File: config.mk
export PLATFORM = sky130hd
export DESIGN_NAME = sigma_delta_sinc3_adc
export DESIGN_NICKNAME = d
export VERILOG_FILES = /design/src/rtl/sd_adc_pkg.sv /design/src/rtl/sinc3_channel.sv /design/src/rtl/sigma_delta_sinc3_adc.sv
export SDC_FILE = /design/constraint.sdc
export NUM_CORES = 2
export LEC_CHECK = 0
export ABC_AREA = 1
export BUFFER_PORTS_ARGS = -buffer_cell sky130_fd_sc_hd__buf_4
export CAP_MARGIN = 20
export CORE_UTILIZATION = 30
export DETAILED_ROUTE_END_ITERATION = 10
export GPL_ROUTABILITY_DRIVEN = 0
export SLEW_MARGIN = 25
export SYNTH_ARGS = -nofsm -noshare
export SYNTH_HDL_FRONTEND = slang
export SYNTH_SLANG_ARGS = --single-unit
File: constraint.sdc
create_clock -name clk -period 4.9 [get_ports clk]
set_clock_uncertainty 0.2 [all_clocks]
set_input_delay 0.245 -clock clk [delete_from_list [all_inputs] [get_ports clk]]
set_output_delay 0.245 -clock clk [all_outputs]
set_load 0.005 [all_outputs]
File: src/rtl/sd_adc_pkg.sv
// rtl/sd_adc_pkg.sv - shared constants, FSM states and helpers for the sigma-delta ADC
package sd_adc_pkg;

   localparam int NUM_CH        = 4;
   localparam int SETTLE_DECIMS = 3;
   localparam int MAX_ACC_W     = 25;   // widest filter path (OSR_LOG2 = 8)

   typedef enum logic [1:0] {
      DISABLED = 2'd0,
      SETTLE   = 2'd1,
      RUN      = 2'd2
   } adc_state_t;

   function automatic int acc_w(input int osr_log2);
      acc_w = 3 * osr_log2 + 1;
   endfunction

   // Full scale (2^(aw-1)) and above saturates; otherwise take the 16 bits
   // just below the sign position, zero-filling LSBs for narrow filters.
   function automatic logic [15:0] scale_out(input logic [MAX_ACC_W-1:0] r, input int aw);
      logic [MAX_ACC_W-1:0] full;
      full         = '0;
      full[aw-1]   = 1'b1;
      if (r >= full)
         scale_out = 16'hFFFF;
      else if (aw >= 17)
         scale_out = 16'(r >> (aw - 17));
      else
         scale_out = 16'(r << (17 - aw));
   endfunction

endpackage

File: src/rtl/sinc3_channel.sv
// rtl/sinc3_channel.sv - one Sinc3 decimator: integrators, combs and output scaling
// Ports: clk, rst_n (async active-low), mod_tick (integrate), dec_tick (comb),
//        clr (hold all state at 0), sd_bit (bitstream), result[15:0] (scaled output)
module sinc3_channel
   import sd_adc_pkg::*;
#(
   parameter int OSR_LOG2 = 6
) (
   input  logic        clk,
   input  logic        rst_n,
   input  logic        mod_tick,
   input  logic        dec_tick,
   input  logic        clr,
   input  logic        sd_bit,
   output logic [15:0] result
);

   localparam int ACC_W = acc_w(OSR_LOG2);

   logic [ACC_W-1:0]     i1, i2, i3;
   logic [ACC_W-1:0]     d1, d2, d3;
   logic [ACC_W-1:0]     c1, c2, c3;
   logic [ACC_W-1:0]     r;
   logic [MAX_ACC_W-1:0] r_ext;

   always_comb begin
      c1 = i3 - d1;
      c2 = c1 - d2;
      c3 = c2 - d3;
   end

   // dec_tick only coincides with mod_tick, so the combs see i3 before this
   // tick's integration step.
   always_ff @(posedge clk or negedge rst_n) begin
      if (!rst_n) begin
         i1 <= '0; i2 <= '0; i3 <= '0;
         d1 <= '0; d2 <= '0; d3 <= '0;
         r  <= '0;
      end else if (clr) begin
         i1 <= '0; i2 <= '0; i3 <= '0;
         d1 <= '0; d2 <= '0; d3 <= '0;
         r  <= '0;
      end else begin
         if (mod_tick) begin
            i1 <= i1 + ACC_W'(sd_bit);
            i2 <= i2 + i1;
            i3 <= i3 + i2;
         end
         if (dec_tick) begin
            d1 <= i3;
            d2 <= c1;
            d3 <= c2;
            r  <= c3;
         end
      end
   end

   always_comb begin
      r_ext            = '0;
      r_ext[ACC_W-1:0] = r;
      result           = scale_out(r_ext, ACC_W);
   end

endmodule

File: src/rtl/sigma_delta_sinc3_adc.sv
// rtl/sigma_delta_sinc3_adc.sv - four-channel sigma-delta ADC back end with Sinc3 decimation
// Ports: clk, rst_n (async active-low), enable, sd_comp_in[3:0] (async comparators),
//        sd_fb_out[3:0] (feedback DAC bits), adc_ch0..3[15:0] (results),
//        adc_data_valid[3:0], adc_sample_cnt[31:0], data_read_strobe (clears flags)
module sigma_delta_sinc3_adc
   import sd_adc_pkg::*;
#(
   parameter int SD_CLK_DIV = 5,
   parameter int OSR_LOG2   = 6
) (
   input  logic        clk,
   input  logic        rst_n,
   input  logic        enable,
   input  logic [3:0]  sd_comp_in,
   output logic [3:0]  sd_fb_out,
   output logic [15:0] adc_ch0,
   output logic [15:0] adc_ch1,
   output logic [15:0] adc_ch2,
   output logic [15:0] adc_ch3,
   output logic [3:0]  adc_data_valid,
   output logic [31:0] adc_sample_cnt,
   input  logic        data_read_strobe
);

   logic [3:0]          sync1, sync2;
   logic [7:0]          div_cnt;
   logic [OSR_LOG2-1:0] dec_cnt;
   logic [1:0]          settle_cnt;
   logic                mod_tick, dec_tick, clr;
   logic                pub_pending, publish;
   adc_state_t          state, state_nxt;
   logic [15:0]         res [NUM_CH];

   assign clr      = (state == DISABLED);
   assign mod_tick = !clr && (div_cnt == 8'(SD_CLK_DIV - 1));
   assign dec_tick = mod_tick && (dec_cnt == '1);
   assign publish  = pub_pending && (state == RUN);

   always_ff @(posedge clk or negedge rst_n) begin
      if (!rst_n) begin
         sync1 <= '0;
         sync2 <= '0;
      end else begin
         sync1 <= sd_comp_in;
         sync2 <= sync1;
      end
   end

   always_ff @(posedge clk or negedge rst_n) begin
      if (!rst_n) begin
         div_cnt   <= '0;
         dec_cnt   <= '0;
         sd_fb_out <= '0;
      end else if (clr) begin
         div_cnt   <= '0;
         dec_cnt   <= '0;
         sd_fb_out <= '0;
      end else begin
         div_cnt <= mod_tick ? 8'd0 : div_cnt + 8'd1;
         if (mod_tick) begin
            dec_cnt   <= dec_cnt + OSR_LOG2'(1);
            sd_fb_out <= sync2;
         end
      end
   end

   always_ff @(posedge clk or negedge rst_n) begin
      if (!rst_n) state <= DISABLED;
      else        state <= state_nxt;
   end

   always_comb begin
      state_nxt = state;
      if (!enable) begin
         state_nxt = DISABLED;
      end else begin
         case (state)
            DISABLED: state_nxt = SETTLE;
            SETTLE:   if (dec_tick && settle_cnt == 2'(SETTLE_DECIMS - 1)) state_nxt = RUN;
            RUN:      state_nxt = RUN;
            default:  state_nxt = DISABLED;
         endcase
      end
   end

   // Settling decimations are counted only while in SETTLE; the decimation
   // that completes settling is itself discarded.
   always_ff @(posedge clk or negedge rst_n) begin
      if (!rst_n) begin
         settle_cnt  <= '0;
         pub_pending <= 1'b0;
      end else begin
         if (state != SETTLE)  settle_cnt <= '0;
         else if (dec_tick)    settle_cnt <= settle_cnt + 2'd1;
         pub_pending <= dec_tick && (state == RUN);
      end
   end

   for (genvar i = 0; i < NUM_CH; i++) begin : g_ch
      sinc3_channel #(.OSR_LOG2(OSR_LOG2)) u_ch (
         .clk      (clk),
         .rst_n    (rst_n),
         .mod_tick (mod_tick),
         .dec_tick (dec_tick),
         .clr      (clr),
         .sd_bit   (sync2[i]),
         .result   (res[i])
      );
   end

   // A publish on the same cycle as a read strobe leaves the flags set.
   always_ff @(posedge clk or negedge rst_n) begin
      if (!rst_n) begin
         adc_ch0        <= '0;
         adc_ch1        <= '0;
         adc_ch2        <= '0;
         adc_ch3        <= '0;
         adc_data_valid <= '0;
         adc_sample_cnt <= '0;
      end else if (publish) begin
         adc_ch0        <= res[0];
         adc_ch1        <= res[1];
         adc_ch2        <= res[2];
         adc_ch3        <= res[3];
         adc_data_valid <= 4'hF;
         adc_sample_cnt <= adc_sample_cnt + 32'd1;
      end else if (data_read_strobe) begin
         adc_data_valid <= '0;
      end
   end

endmodule

==> flow_summary.ini <==
[setup_path]
worstSetupEndpointType = register
rr_worst_depth = 28
cp.arrival_ns = 5.13
path_max_fanout = 6
cp_slowest_stage_delay_ns = 0.41
worstPathRequired_ns = 5.24
critical_path.most_common_cell = nand2_1
cp_slowest_cell = dfrtp_1
rrSetupSlack_ns = 0.11
timing_worst_setup_path_type = reg2reg
critPathLaunchType = register

[routing]
remaining_drc_errors = 0
drt_wl_total_um = 109000
drt_iter0_drc = 1775
first_pass_iters = 5
via_per_inst = 4.84
via_count = 37200
detail_route.wl_per_cell_um = 14.2
ant_nets = 0

[sta]
slew_headroom = 0.357
grt_setup_unrepaired = true
tns_ns = 0
drv_slew = 0
hold_viol = 0
period_minus_slack_ns = 4.79
setup_viol = 0
fmax_mhz = 209
post-route-period-util = 0.978
setup_slack_ns = 0.109
worst_slew_pin_slew_ns = 0.963

[synth]
synth_warnings = 0
synth_area_per_cell_um2 = 7.77
ys.flop_type = dfrtp_1
synthCells = 5491
ys_types = 52
ys_seq_elements = 652
synth_area_leaders = dfrtp_1, ha_1, nand2_1
synth_seq_area_share = 0.383
yosys.area.top_type = dfrtp_1
yosysMostFrequentCell = nand2_1
synthTopCellsByCount = nand2_1, inv_1, dfrtp_1
ys_async_sr_fraction = 1.00
yosysTopAreaCellShare = 0.383
syn-num-nets = 5887
synth-edff-count = 0
syn_area_mm2 = 0.0427

[pwr]
p_sw_w = 0.00417
swShare = 0.305
p_int_w = 0.00949
p_per_area_mw_per_mm2 = 267
pwr-share-comb = 0.148
clkPwrFrac = 0.454
ir_worst_vdd_mv = 0.447
power.leakage_nw = 25.2
pwr-share-seq = 0.397

[cts]
htreeDepth = 3
cts_inserted_buffers = 80
cts-root-buf = clkbuf_16
insertion_delay_ns = 0.67
ctsLongestPathBuffers = 3
path_clk_slew_ns = 0.06
cts_tree = built
clock-sinks = 652

[floorplan]
ios = 112
die_width_um = 379
die_area_mm2 = 0.144
initial_core_util = 0.304
coreArea_mm2 = 0.140
dieHeight_um = 379
rows = 137

[finish]
antenna_cells = 0
nets = 6134
area_growth_pct = 19.8
fin_util = 0.364
drive_gt1_frac = 0.123

[place]
port_buffers = 111
place_ws_ns = -0.155
dp_hpwl_um = 76900

[global_routing]
antenna_found_initial = 1
grt_pass1_wl_um = 179000
grt_pass1_vias = 36400
grt_start_max_net_pins = 134
grt.overflow.total = 0
grt_use_total = 0.149

[run_status]
status = completed

[run]
maxCapViolCount = 0

[min_path]
hold_class = in2async
## power by group through the flow
| stage | Clock (W) | Sequential [W] | Combinational [W] |
|---|---|---|---|
| 5_1_grt | 0.00662 | 0.00543 | 0.00223 |
| 2_1_floorplan | 0 | 0.00552 | 0.00124 |
| 6_report | 0.00621 | 0.00543 | 0.00203 |
| 3_5_place_dp | 0 | 0.00552 | 0.00208 |
| 4_1_cts | 0.00642 | 0.00543 | 0.00209 |
| 3_3_place_gp | 0 | 0.00552 | 0.00207 |
## critical path, delay by kind of cell, from the launching register on
kind / cells / cell delay (ns)
buf+inv: 5 / 0.52
xor+xnor: 2 / 0.42
fa+ha+maj: 3 / 0.83
flops: 1 / 0.41
simple gates: 13 / 1.34
compound gates: 5 / 0.94
## cells by family (layout without fill, tap and decap cells)
logic type	Yosys count	in the layout	share of synthesized area
XOR/XNOR	238	238	0.0489
adder cells (fa/ha/maj)	388	388	0.117
AO/OA/AOI/OAI	1426	1426	0.186
buffers and inverters	874	1184	0.0796
flip-flops	652	652	0.383
AND/OR/NAND/NOR	1913	1913	0.187
## worst paths after layout
check	from	to
max in group asynchronous	rst_n	g_ch[1].u_ch.i3[2]
max	g_ch[2].u_ch.i3[2]	g_ch[2].u_ch.r[18]
min	rst_n	g_ch[2].u_ch.i1[4]
min reg2reg	sync1[1]	sync2[1]
min in group clk	sd_comp_in[3]	sync1[3]
max reg2reg	g_ch[2].u_ch.i3[2]	g_ch[2].u_ch.r[18]
## final cells by class
| cell class | instances | area (µm²) |
|---|---|---|
| clock buffer | 109 | 2330 |
| sequential | 652 | 16300 |
| inverter | 737 | 2780 |
| clock inverter | 36 | 432 |
| timing repair buffer | 302 | 2420 |
| multi-input combinational | 3965 | 24500 |
| fill | 14400 | 89100 |
| tap | 1876 | 2350 |
## state kept, by name, summed over array words and instances, names as in the netlist, 8 cells and up
register        cells
g_ch.u_ch.i3       76
g_ch.u_ch.d2       76
g_ch.u_ch.d1       76
g_ch.u_ch.d3       76
adc_ch0            16
g_ch.u_ch.i1       76
adc_ch3            16
g_ch.u_ch.r        68
adc_ch1            16
adc_ch2            16
adc_sample_cnt     32
div_cnt             8
g_ch.u_ch.i2       76
## through the flow
step           cell area, µm²  hold slack (ns)  power, W  std cells
6_report                51100           0.0233    0.0137       7677
5_1_grt                 51100           0.0543    0.0143       7677
4_1_cts                 49400          0.00978    0.0139       7640
3_5_place_dp            46500            0.139   0.00761       7486
3_3_place_gp            46500            0.135   0.00759       7486
2_1_floorplan           42700           -0.251   0.00676       5491
## per-layer routing
metal / routed length [µm] / up-vias / part of all wire / track usage
li1: - / 19000 / - / -
met1: 51400 / 17400 / 0.47 / 0.195
met2: 50700 / 612 / 0.47 / 0.252
met3: 4160 / 160 / 0.038 / 0.0189
met4: 2450 / 0 / 0.023 / 0.0475
met5: 0 / - / 0 / 0
## placed cells by master (no fill, tap or decap), drive strengths merged, types with 21 or more instances in the layout
master  Yosys  routed
a21o       36      36
a21oi     478     478
a22o       21      21
a31oi      35      35
buf        49     294
clkbuf     88     109
dfrtp     652     652
ha        372     372
inv       737     740
nand2    1143    1143
nand3     230     230
nand4      49      49
nor2      343     343
nor3       88      88
o21ai     581     581
o21bai     31      31
o22ai     132     132
o31ai      43      43
xnor2     102     102
xor2      136     136
## repair_timing
action / CTS / global route
buffers inserted: 1 / 37
hold buffers: 8 / 0
cloned: 0 / 0
endpoints found under the setup margin: 10 / 32
pin swaps: 2 / 102
hold endpoints to repair: 105 / 0
resized for setup: 20 / 301
No activity file was read; power rests on OpenSTA's default activity.
